<file path="src/rtl/wb_arbiter.sv">
// Writeback arbiter: round-robin merge of several execute-queue result streams
// into a single one-entry pipeline register feeding the writeback stage.
module wb_arbiter #(
  parameter int p_num_in         = 4,
  parameter int p_seq_num_bits   = 5,
  parameter int p_phys_addr_bits = 6
) (
  input  logic                                   clk,
  input  logic                                   rst,
  input  logic [p_num_in-1:0]                    in_val,
  output logic [p_num_in-1:0]                    in_rdy,
  input  logic [p_num_in*32-1:0]                 in_pc,
  input  logic [p_num_in*5-1:0]                  in_waddr,
  input  logic [p_num_in*32-1:0]                 in_wdata,
  input  logic [p_num_in-1:0]                    in_wen,
  input  logic [p_num_in*p_seq_num_bits-1:0]     in_seq_num,
  input  logic [p_num_in*p_phys_addr_bits-1:0]   in_preg,
  input  logic [p_num_in*p_phys_addr_bits-1:0]   in_ppreg,
  output logic                                   out_val,
  input  logic                                   out_rdy,
  output logic [31:0]                            out_pc,
  output logic [4:0]                             out_waddr,
  output logic [31:0]                            out_wdata,
  output logic                                   out_wen,
  output logic [p_seq_num_bits-1:0]              out_seq_num,
  output logic [p_phys_addr_bits-1:0]            out_preg,
  output logic [p_phys_addr_bits-1:0]            out_ppreg
);

  localparam int PTR_W = $clog2(p_num_in);

  logic [PTR_W-1:0]            ptr_q, ptr_d, grant_idx;
  logic [PTR_W:0]              scan_sum, ptr_inc;
  logic [p_num_in-1:0]         grant;
  logic                        any_grant, can_accept, fire;
  logic                        out_val_q, out_val_d;
  logic [31:0]                 out_pc_q, out_pc_d;
  logic [4:0]                  out_waddr_q, out_waddr_d;
  logic [31:0]                 out_wdata_q, out_wdata_d;
  logic                        out_wen_q, out_wen_d;
  logic [p_seq_num_bits-1:0]   out_seq_num_q, out_seq_num_d;
  logic [p_phys_addr_bits-1:0] out_preg_q, out_preg_d;
  logic [p_phys_addr_bits-1:0] out_ppreg_q, out_ppreg_d;

  // Scan ptr, ptr+1, ... (mod p_num_in); the first valid channel wins.
  always_comb begin
    grant     = '0;
    grant_idx = '0;
    any_grant = 1'b0;
    scan_sum  = '0;
    for (int k = 0; k < p_num_in; k++) begin
      scan_sum = {1'b0, ptr_q} + (PTR_W+1)'(k);
      if (scan_sum >= (PTR_W+1)'(p_num_in))
        scan_sum = scan_sum - (PTR_W+1)'(p_num_in);
      if (!any_grant && in_val[scan_sum[PTR_W-1:0]]) begin
        any_grant                   = 1'b1;
        grant_idx                   = scan_sum[PTR_W-1:0];
        grant[scan_sum[PTR_W-1:0]]  = 1'b1;
      end
    end
  end

  assign can_accept = !out_val_q || out_rdy;
  assign fire       = any_grant && can_accept;
  // Gate with rst so no channel sees ready while reset is held.
  assign in_rdy     = grant & {p_num_in{can_accept & rst}};

  always_comb begin
    ptr_inc = {1'b0, grant_idx} + (PTR_W+1)'(1);
    if (ptr_inc == (PTR_W+1)'(p_num_in))
      ptr_inc = '0;
    ptr_d     = fire ? ptr_inc[PTR_W-1:0] : ptr_q;
    out_val_d = fire || (out_val_q && !out_rdy);
  end

  assign out_pc_d      = in_pc[grant_idx*32 +: 32];
  assign out_waddr_d   = in_waddr[grant_idx*5 +: 5];
  assign out_wdata_d   = in_wdata[grant_idx*32 +: 32];
  assign out_wen_d     = in_wen[grant_idx];
  assign out_seq_num_d = in_seq_num[grant_idx*p_seq_num_bits +: p_seq_num_bits];
  assign out_preg_d    = in_preg[grant_idx*p_phys_addr_bits +: p_phys_addr_bits];
  assign out_ppreg_d   = in_ppreg[grant_idx*p_phys_addr_bits +: p_phys_addr_bits];

  always_ff @(posedge clk or negedge rst) begin
    if (!rst) begin
      ptr_q         <= '0;
      out_val_q     <= 1'b0;
      out_pc_q      <= '0;
      out_waddr_q   <= '0;
      out_wdata_q   <= '0;
      out_wen_q     <= 1'b0;
      out_seq_num_q <= '0;
      out_preg_q    <= '0;
      out_ppreg_q   <= '0;
    end else begin
      ptr_q     <= ptr_d;
      out_val_q <= out_val_d;
      if (fire) begin
        out_pc_q      <= out_pc_d;
        out_waddr_q   <= out_waddr_d;
        out_wdata_q   <= out_wdata_d;
        out_wen_q     <= out_wen_d;
        out_seq_num_q <= out_seq_num_d;
        out_preg_q    <= out_preg_d;
        out_ppreg_q   <= out_ppreg_d;
      end
    end
  end

  assign out_val     = out_val_q;
  assign out_pc      = out_pc_q;
  assign out_waddr   = out_waddr_q;
  assign out_wdata   = out_wdata_q;
  assign out_wen     = out_wen_q;
  assign out_seq_num = out_seq_num_q;
  assign out_preg    = out_preg_q;
  assign out_ppreg   = out_ppreg_q;

endmodule

</file>
<file path="config.mk">
export PLATFORM = sky130hd
export DESIGN_NAME = wb_arbiter
export DESIGN_NICKNAME = d
export VERILOG_FILES = /design/src/rtl/wb_arbiter.sv
export SDC_FILE = /design/constraint.sdc
export NUM_CORES = 1
export LEC_CHECK = 0
export CAP_MARGIN = 20
export CORE_AREA = 3 3 171 173
export CTS_CLUSTER_DIAMETER = 200
export DETAILED_ROUTE_END_ITERATION = 8
export DIE_AREA = 0 0 174 176
export SKIP_LAST_GASP = 1
export SYNTH_ARGS = -nofsm -noshare
export SYNTH_HDL_FRONTEND = slang
export SYNTH_SLANG_ARGS = --single-unit
</file>
<file path="constraint.sdc">
create_clock -name clk -period 3.2 [get_ports clk]
set_input_delay 0.48 -clock clk [delete_from_list [all_inputs] [get_ports clk]]
set_output_delay 0.48 -clock clk [all_outputs]
set_load 0.005 [all_outputs]
</file>
==> impl_metrics.yaml <==
timing:
  holdWs_ps: 181.7
  setup_viol_count_final: 0
  grt_setup_unrepaired: "false"
  final-hold-violation-count: 0
  setup_ws_ps: 367.3
  tightest_slew_ps: 844.8
  finClkSkew_ps: 11.61
  tns_ps: 0
  fin_crit_sh_pct: 88.52
  max_freq_ghz: 0.3530
  slew_headroom_pct: 43.68
  finalMaxSlewViolations: 0
  fin_crit_ps: 2833
clocking:
  numClockSinks: 90
  clk_latency_ps: 350
  clk_pin_slew_ps: 70
  htreeDepth: 3
  clock_path_buffers: 2
  cts_tree: "built"
  clockRootBuffer: "clkbuf_16"
  postCtsSetupBuffers: 0
  cts_buffers: 9
  holdBufCountCts: 0
synthesis:
  synthMuxAreaShare_pct: 1.686
  ys_warn_count: 0
  synthXorXnorAreaFrac_pct: 0.1192
  synthesis.area_mm2: 0.007348
  synth-seq-cells: 90
  synthTopCellsByArea: "dfrtp_1 31%, o211ai_2 14%, nand2_1 13%"
  synth_most_common_cell: "nand2_1"
  ys.flop_type: "dfrtp_1"
  avgSynthCellArea_um2: 8.456
  netlist_top_cells_count: "264 x nand2_1, 93 x o211ai_1, 90 x dfrtp_1"
  synth_adder_area_share_pct: 1.192
  synth_cell_types: 55
  synth-edff-count: 0
  synthSimpleGateAreaFrac_pct: 23.29
  netlist.area_leader.share_pct: 30.65
  async_flop_share_pct: 100.0
  syn-num-nets: 1231
  synth_top_family_by_area: "compound AO/OA/AOI/OAI gates"
  yosysSeqAreaShare_pct: 30.65
  synth_compound_area_share_pct: 36.45
  synth_top_cell_by_area: "dfrtp_1"
  syn_inst: 869
route:
  totalWireLength_um: 33530
  drt-initial-drc-count: 453
  wl_per_cell_um: 20.11
  num_vias: 8591
  via_per_inst: 5.154
  drc: 0
  dr.pass1.iters: 5
  ant_nets: 0
floorplanning:
  std_cell_rows: 61
  die-area_mm2: 0.03062
  initial_utilization_pct: 26.45
  ios: 447
  coreArea_mm2: 0.02778
  fp.dieH_um: 176
  die_w_um: 174
layout:
  fill_cells: 2732
  drive_gt1_share_pct: 12.02
  nNetsFinal: 1647
  final_cell_area_mm2: 0.01273
  multiInputGateArea_mm2: 0.004664
  seq_area_mm2: 0.002252
  diodes: 0
  area_growth_pct: 73.23
power:
  p_per_area_mw_per_mm2: 779.9
  vdd_ir_drop_max_mv: 0.5978
  finalPower_mw: 9.927
  leakage_nw: 5.034
worst_setup_path:
  reg2regPathDepth: 10
  path_cells: "clkdlybuf4s50_1 -> mux4_2 -> buf_4 -> a221o_1 -> o21ai_0 -> a21oi_1 -> dlymetal6s2s_1"
  crit_arrival_ps: 2350
  critical-path-max-stage-delay_ps: 540
  rr_endpoint: "out_pc[26]"
  required_ps: 2720
  crit_type: "primary input to primary output"
  endpoint: "in_rdy[0]"
  crit_start: "in_val[2]"
  cp_max_fo: 6
  end_kind: "primary output"
  crit_slowest_cell: "mux4_2"
  rrSetupSlack_ps: 550
  startpoint_type: "primary input"
  reg2reg_from: "ptr_q[0]"
global_routing:
  grt_busiest_layer: "met2"
  use_met2_pct: 37.72
  grt_max_degree: 58
  grt.overflow.total: 0
  antenna_found_initial: 1
  grtUsageTotal_pct: 21.12
  grt_pass1_vias: 8855
  grtUsageMet1_pct: 24.75
  grt_pass1_wl_um: 51510
  grt_use_met3_pct: 6.043
place:
  dp_hpwl_um: 24930
  place_congestion: 0.8823
  place_ws_ps: 50.18
  place_area_mm2: 0.01239
  io_buffers: 446
status:
  outcome: "complete, no violations"
worst_hold_path:
  hold_class: "primary input to asynchronous set/reset pin"
job:
  max-cap-violations: 0
==> routing by layer <==
| layer | up-vias | routed length [um] | share of wire [%] |
|---|---|---|---|
| li1 | 4080 | - | - |
| met1 | 4112 | 13420 | 40 |
| met2 | 360 | 16800 | 50 |
| met3 | 37 | 2612 | 7.8 |
| met4 | 2 | 691 | 2.1 |
| met5 | - | 11 | 0.033 |
==> repair_timing <==
item,4_1_cts,5_1_grt
setup endpoints to repair,1,4
resized for setup,1,8
cloned,0,0
==> state kept, by name (all words and copies together), names as in the netlist <==
signal and flops:
out_wen 1, out_ppreg 6, out_pc 32, out_waddr 5, out_preg 6, out_seq_num 5
out_val 1, ptr_q 2, out_wdata 32
==> metrics by stage <==
stage / util, % / cells
floorplan: - / 869
global placement: 44.61 / 1652
detailed placement: 44.61 / 1652
CTS: 45.74 / 1667
global route: 45.82 / 1667
finish: 45.82 / 1667
==> layout make-up <==
cell class / instances / share of cell area, %
well taps: 378 / 3.715
repair buffers: 487 / 39.37
clock buffers: 10 / 1.799
clock inverters: 5 / 0.6291
inverters: 5 / 0.1474
multi-input cells: 692 / 36.64
flip-flops and latches: 90 / 17.69
==> critical path: cells and delay by family <==
kind / cells / cell delay (ps)
buffers and inverters: 3 / 820
multiplexers: 1 / 540
AO/OA/AOI/OAI: 3 / 510
==> worst min-delay path by stage <==
| stage | endpoint | slack [ps] | startpoint |
|---|---|---|---|
| finish | out_seq_num[1] | 180 | rst |
| CTS | out_seq_num[1] | 190 | rst |
| global route | out_seq_num[1] | 220 | rst |
| floorplan | out_pc[0] | 180 | rst |
| global placement | out_wdata[4] | 460 | out_wdata[4] |
| detailed placement | out_wdata[20] | 470 | out_wdata[20] |
==> report_power, final <==
group          switching (mW)  internal [mW]  total, mW
registers               0.306           1.71       2.02
clock network           0.496          0.681       1.18
logic                    3.63           3.10       6.73
total                    4.43           5.50       9.93
==> kinds of logic after synthesis <==
logic type,Yosys count
AO/OA/AOI/OAI,299
XOR/XNOR,1
adder cells (fa/ha/maj),7
buffers and inverters,87
flip-flops,90
multiplexers,8
AND/OR/NAND/NOR,377
==> layout by cell type (no fill, tap or decap), types with 9 or more instances in the layout <==
cell	n
a21o_1	85
buf_12	18
buf_4	23
clkbuf_16	9
clkdlybuf4s50_1	441
dfrtp_1	90
nand2_1	264
nand4_1	86
o211ai_1	93
o211ai_2	80
Note: power is estimated with default switching activity, not from simulation.
